File: src/rtl/tetris_cell_locator.sv
// Converts video-timing pixel coordinates into board cell indices using sub-cell
// counters (no dividers), and emits a one-cycle pulse on the first pixel of a frame.
module tetris_cell_locator #(
  parameter int CW       = 12,
  parameter int BOARD_X0 = 160,
  parameter int BOARD_Y0 = 0,
  parameter int CELL_W   = 30,
  parameter int CELL_H   = 30,
  parameter int COLS     = 10,
  parameter int ROWS     = 16
) (
  input  logic          i_pixclk,
  input  logic          i_rst_n,
  input  logic          i_active,
  input  logic [CW-1:0] i_x,
  input  logic [CW-1:0] i_y,
  output logic [3:0]    o_cell_x,
  output logic [3:0]    o_cell_y,
  output logic          o_in_board,
  output logic          o_grid,
  output logic          o_newframe,
  output logic          o_valid
);

  localparam int SXW = $clog2(CELL_W);
  localparam int SYW = $clog2(CELL_H);
  localparam int CLW = $clog2(COLS + 1);
  localparam int RWW = $clog2(ROWS + 1);

  localparam logic [SXW-1:0] SUBX_LAST = SXW'(CELL_W - 1);
  localparam logic [SYW-1:0] SUBY_LAST = SYW'(CELL_H - 1);
  localparam logic [CLW-1:0] COL_END   = CLW'(COLS);
  localparam logic [RWW-1:0] ROW_END   = RWW'(ROWS);

  logic [SXW-1:0] sub_x, sub_x_n;
  logic [SYW-1:0] sub_y, sub_y_n;
  logic [CLW-1:0] col,   col_n;
  logic [RWW-1:0] row,   row_n;
  logic           sync,  sync_n;

  logic at_x0, at_y0, x_ge, y_ge;
  logic in_board_n, newframe_n;

  assign at_x0 = (i_x == CW'(BOARD_X0));
  assign at_y0 = (i_y == CW'(BOARD_Y0));

  // A zero origin makes the lower-bound compare trivially true; skip it outright.
  if (BOARD_X0 == 0) begin : g_x_ge_const
    assign x_ge = 1'b1;
  end else begin : g_x_ge_cmp
    assign x_ge = (i_x >= CW'(BOARD_X0));
  end

  if (BOARD_Y0 == 0) begin : g_y_ge_const
    assign y_ge = 1'b1;
  end else begin : g_y_ge_cmp
    assign y_ge = (i_y >= CW'(BOARD_Y0));
  end

  always_comb begin
    sub_x_n = sub_x;
    col_n   = col;
    sub_y_n = sub_y;
    row_n   = row;
    sync_n  = sync;
    if (i_active) begin
      if (at_x0) begin
        sub_x_n = '0;
        col_n   = '0;
      end else if (col < COL_END) begin
        if (sub_x == SUBX_LAST) begin
          sub_x_n = '0;
          col_n   = col + CLW'(1);
        end else begin
          sub_x_n = sub_x + SXW'(1);
        end
      end

      // Rows advance once per line, at the board's left edge.
      if (at_x0) begin
        if (at_y0) begin
          sub_y_n = '0;
          row_n   = '0;
          sync_n  = 1'b1;
        end else if (sync && (row < ROW_END)) begin
          if (sub_y == SUBY_LAST) begin
            sub_y_n = '0;
            row_n   = row + RWW'(1);
          end else begin
            sub_y_n = sub_y + SYW'(1);
          end
        end
      end
    end
  end

  always_comb begin
    in_board_n = i_active & sync_n & x_ge & y_ge & (col_n < COL_END) & (row_n < ROW_END);
    newframe_n = i_active & (i_x == '0) & (i_y == '0);
  end

  always_ff @(posedge i_pixclk or negedge i_rst_n) begin
    if (!i_rst_n) begin
      sub_x      <= '0;
      col        <= '0;
      sub_y      <= '0;
      row        <= '0;
      sync       <= 1'b0;
      o_cell_x   <= '0;
      o_cell_y   <= '0;
      o_in_board <= 1'b0;
      o_grid     <= 1'b0;
      o_newframe <= 1'b0;
      o_valid    <= 1'b0;
    end else begin
      sub_x      <= sub_x_n;
      col        <= col_n;
      sub_y      <= sub_y_n;
      row        <= row_n;
      sync       <= sync_n;
      o_valid    <= i_active;
      o_newframe <= newframe_n;
      o_in_board <= in_board_n;
      o_cell_x   <= in_board_n ? 4'(col_n) : '0;
      o_cell_y   <= in_board_n ? 4'(row_n) : '0;
      o_grid     <= in_board_n & ((sub_x_n == '0) | (sub_y_n == '0));
    end
  end

endmodule
File: config.mk
export PLATFORM = sky130hd
export DESIGN_NAME = tetris_cell_locator
export DESIGN_NICKNAME = d
export VERILOG_FILES = /design/src/rtl/tetris_cell_locator.sv
export SDC_FILE = /design/constraint.sdc
export NUM_CORES = 1
export LEC_CHECK = 0
export ABC_AREA = 1
export CAP_MARGIN = 20
export CORE_AREA = 2 2 63 65
export CTS_BUF_LIST = sky130_fd_sc_hd__clkbuf_4
export DETAILED_ROUTE_END_ITERATION = 8
export DIE_AREA = 0 0 65 67
export GPL_ROUTABILITY_DRIVEN = 1
export PLACE_DENSITY = 0.82
export SYNTH_ARGS = -nofsm -noshare
export SYNTH_HDL_FRONTEND = slang
export SYNTH_SLANG_ARGS = --single-unit
File: constraint.sdc
create_clock -name i_pixclk -period 2 [get_ports i_pixclk]
set_input_delay 0.4 -clock i_pixclk [delete_from_list [all_inputs] [get_ports i_pixclk]]
set_output_delay 0.4 -clock i_pixclk [all_outputs]
set_load 0.02 [all_outputs]
# == Word-level counts from Yosys, hierarchy flattened ==
# Index checks and enable logic that the tools add are counted.
# word_totals
regBits,32
input_bits,27
output_inout_bits,12
wordCells,59
# op_classes
n_addsub,4
magnitude_cmp,5
eq_ne,3
mux,23
bitwise,8
reduce_logical,5
# ops
cell,n
2-to-1 mux 5 bit,14
zero test 12 bit,2
2-to-1 mux 4 bit,6
"adder 5 x 1 -> 5 bit, second input constant",3
"== test 12 x 8 -> 1 bit, second input constant",1
">= comparator 12 x 8 -> 1 bit, second input constant",1
"== test 5 bit, second input constant",2
zero test 5 bit,2
"less-than comparator 5 bit, second input constant",2
"less-than comparator 4 bit, second input constant",2
AND 1 bit,7
"adder 4 x 1 -> 4 bit, second input constant",1
2-to-1 mux 1 bit,3
logical AND 1 bit,1
OR 1 bit,1

# == Longest topological paths before layout ==
# logic_depth
ltp_word,9
ltp_mapped,13
mapped_depth_nobuf,13

# == Least setup slack after synthesis ==
# No wires, ideal clock.
# synth_timing
path_type,input port to flip-flop
startpoint,input i_x[1]
endpoint,register o_grid
setup_ns,0.073
arrival_ns,1.613
required_ns,1.927
path_slack_ns,0.314
stages,13
path_buffers,0
cell_sequence,nor2_1 -> nand2_1 -> nor2_4 -> nand2_4 -> nor2_8 -> inv_4 -> nor2_8 -> inv_4 -> nand2_4 -> nand2_2 -> nor2_4 -> nand2_4 -> a21oi_2
# synth_between
elab_chain_cells,8
word_cells_on_any_way,22
classes_between,3 x order compare; 1 x eq/ne; 10 x mux; 6 x bitwise; 2 x reduce/logical
# synth_rtl
item,line,rtl
start: declaration,15,"input logic [CW-1:0] i_x,"
== test 12 x 8 -> 1 bit,44,assign at_x0 = (i_x == CW'(BOARD_X0));
2-to-1 mux 1 bit,80,if (at_x0) begin
2-to-1 mux 1 bit,66,if (i_active) begin
via sync_n,39,"logic sync, sync_n;"
AND 1 bit (4 in series),98,in_board_n = i_active & sync_n & x_ge & y_ge & (col_n < COL_END) & (row_n < ROW_END);
AND 1 bit,126,o_grid <= in_board_n & ((sub_x_n == '0) | (sub_y_n == '0));
end signal: assignment,126,
end: declaration,20,"output logic o_grid,"
# The timed path passes the listed nets, and every way through them passes these cells.

# == Worst setup path in the final report ==
# layout_timing
startpoint,register sub_x[0]
endpoint,register o_in_board
# layout_between
elab_chain_cells,8
# layout_rtl
item,line,rtl
start: declaration,35,"logic [SXW-1:0] sub_x, sub_x_n;"
start signal: assignment,116,sub_x <= sub_x_n;
== test 5 bit,71,if (sub_x == SUBX_LAST) begin
2-to-1 mux 4 bit,71,
2-to-1 mux 4 bit,70,end else if (col < COL_END) begin
2-to-1 mux 4 bit,67,if (at_x0) begin
2-to-1 mux 4 bit,66,
less-than comparator 4 bit,98,
AND 1 bit (2 in series),98,
via in_board_n,42,"logic in_board_n, newframe_n;"
end signal: assignment,123,o_in_board <= in_board_n;
end: declaration,19,"output logic o_in_board,"
# The timed path passes the listed nets, and every way through them passes these cells.

==> key figures <==
Outcome
  – Status: complete, no violations

Routing
  – Met2 WL: 2300 um
  – Pre-antenna DRT Iters: 4
  – Avg WL per Cell: 12.4 um
  – Initial drt markers: 84
  – Uppermost layer routed: met4
  – Met3 Wirelength: 177 um
  – Via count: 1713
  – Post-DRT Antenna Nets: 0
  – DRC errors left: 0
  – Routed WL: 4380 um
  – WL met1: 1840 um
  – Vias per cell: 4.84

Placement
  – Placer Congestion: 0.841
  – Final HPWL DP: 3450 um
  – PortBufs: 38

Final layout
  – Fillers: 280
  – Total Nets Final: 338
  – Synth-to-Final Area Change: 37.7%
  – Diodes inserted: 0
  – Share of cells above drive strength 1: 0.190

Critical path
  – R2r worst-path depth: 10
  – Startpoint types: register
  – CP Capture Type: register
  – Crit-path max FO: 9
  – Crit Path Class: reg -> reg
  – Critical Path AT: 2.06 ns
  – Critical Path RT: 2.24 ns

Synth
  – Yosys reg bits: 32
  – Synth cell types: 29
  – Mapped Nets: 269
  – Seq/Total Area, Yosys: 0.430
  – Cell Area, Synth: 1860 um2
  – Avg Cell Area, Syn: 7.90 um2
  – Ys Warns: 0
  – Cells after Synth: 236

Clock network
  – Clock Root Buffer: clkbuf_4
  – Setup Fix Bufs, Post-CTS: 0
  – Hold-fix buffer count after cts: 0
  – Max clock buf depth: 2
  – CTS buffer count: 5
  – Clk_lat worst skew: 0.35 ns
  – Clock sink total: 32
  – Total number of H-tree levels: 2
  – Clk slew on worst S/H paths: 0.11 ns
  – CTS tree: done

Global route
  – Gr usage total: 0.225
  – First-pass GRT wire length: 7200 um
  – Initial antenna violation count: 0
  – GRT overflow: 0
  – Vias in the first global route: 1694
  – Largest net degree at the start of global routing: 33

Pwr
  – P_leak: 1.41 nW
  – Power, Total: 0.00159 W
  – P per Cell Area: 621 nW/um2
  – VDD IR-drop max: 0.384 mV

Floorplan
  – Initial Util: 0.517
  – Chip Height: 67 um
  – Core ar.: 3610 um2
  – Io pins: 39
  – DIE WIDTH: 65 um
  – Rows: 22
  – Total die area: 4360 um2

Timing
  – Peak Freq: 551 MHz
  – Clk_skew: 0.00880 ns
  – Slew HR: 0.733
  – Final hold vios: 0
  – Unrepaired setup endpoints after global routing: no
  – Slew Limit Fails: 0
  – Clock period minus worst slack: 1.82 ns
  – Hold Worst Slack: 0.430 ns
  – Setup Viol. Count Final: 0
  – Period utilization: 0.908
  – Slew @ Worst Pin: 0.400 ns

Min path
  – Worst Hold Class: in -> async

Flow run
  – MaxCap Viol Count: 0
[area by class of cell]
cell class | instances | area [um2] | share of cell area
multi-input cells | 159 | 888 | 0.346
repair buffers | 63 | 568 | 0.221
well taps | 48 | 60.1 | 0.0234
inverters | 44 | 170 | 0.0663
clock buffers | 5 | 37.5 | 0.0146
clock inverters | 3 | 42.5 | 0.0166
flip-flops and latches | 32 | 801 | 0.312
[metrics by stage]
stage	instances	setup slack, ns	setup TNS [ns]	cell area [um2]	util
4_1_cts	354	0.160	0	2570	0.712
2_1_floorplan	236	0.314	0	1860	-
6_report	354	0.184	0	2570	0.712
5_1_grt	354	0.00635	0	2570	0.712
3_5_place_dp	346	-0.163	-1.57	2490	0.690
3_3_place_gp	346	-0.106	-1.05	2490	0.690
[worst max-delay path, cell delays in order, from the launching register on]
cell and delay [ns]:
dfrtp_1 0.45, ha_1 0.17, nand4_1 0.20, nor2_2 0.22, inv_1 0.10, nand2_1 0.08, o211ai_2 0.10, nand2_1 0.07
nand2_1 0.09, nand2_4 0.16, inv_1 0.06
[layout by cell type, fill, tap and decap left out, types with 6 or more instances in the layout]
cell and count:
nor2_2 8, dfrtp_1 32, nor2_1 31, nor3_1 6
nand3_1 18, ha_1 6, buf_4 25, clkdlybuf4s50_1 38
nand2_1 50, nand4_1 11, inv_1 42
[report_power, final]
| group | total, W | switching (W) | internal, W | leakage [nW] |
|---|---|---|---|---|
| registers | 0.000763 | 0.0000668 | 0.000696 | 0.390 |
| logic | 0.000333 | 0.000179 | 0.000154 | 0.977 |
| clock network | 0.000497 | 0.000237 | 0.000260 | 0.0412 |
[synth_stat cells, drive strengths merged]
| cell | instances | area share |
|---|---|---|
| nand2 | 54 | 0.12 |
| inv | 44 | 0.091 |
| nor2 | 44 | 0.13 |
| dfrtp | 32 | 0.43 |
| nand3 | 18 | 0.048 |
| nand4 | 11 | 0.037 |
| nor3 | 7 | 0.021 |
| ha | 6 | 0.040 |
| a21oi | 4 | 0.015 |
| o21ai | 4 | 0.017 |
| and3 | 2 | 0.0067 |
| o211ai | 2 | 0.011 |
| xor2 | 2 | 0.0094 |
| a21o | 1 | 0.0040 |
| a31o | 1 | 0.0047 |
| and2 | 1 | 0.0034 |
| buf | 1 | 0.0027 |
| nand3b | 1 | 0.0040 |
| o21bai | 1 | 0.0040 |
[state kept, by name, indices dropped and copies added (netlist names)]
register    count
o_valid         1
sub_y           5
o_newframe      1
o_in_board      1
sync            1
o_grid          1
sub_x           5
o_cell_x        4
row             5
o_cell_y        4
col             4
[logic make-up (layout without fill, tap and decap cells)]
kind of cell | Yosys count | in the layout | synth area share
compound gates | 13 | 13 | 0.0550
fa+ha+maj | 6 | 6 | 0.0403
buf+inv | 45 | 115 | 0.0940
flops | 32 | 32 | 0.430
simple gates | 138 | 138 | 0.372
xor+xnor | 2 | 2 | 0.00940
[what timing repair did]
item / 4_1_cts / 5_1_grt
hold endpoints to repair: 0 / 0
gates resized for setup: 0 / 0
endpoints found under the setup margin: 0 / 1
[routing by layer]
metal	vias to the layer above	GRT usage
li1	884	-
met1	794	0.252
met3	7	0.0608
met5	-	0
met4	0	0.0931
met2	28	0.402
[final timing paths]
kind	startpoint	endpoint	slack, ns
min in group i_pixclk	sync	sync	0.58
worst max register to register	sub_x[0]	o_in_board	0.18
worst max-delay path	sub_x[0]	o_in_board	0.18
worst min register to register	sync	sync	0.58
max in group asynchronous	i_rst_n	row[0]	1.28
worst min-delay path	i_rst_n	o_cell_x[0]	0.43
No activity file was read; power rests on OpenSTA's default activity.
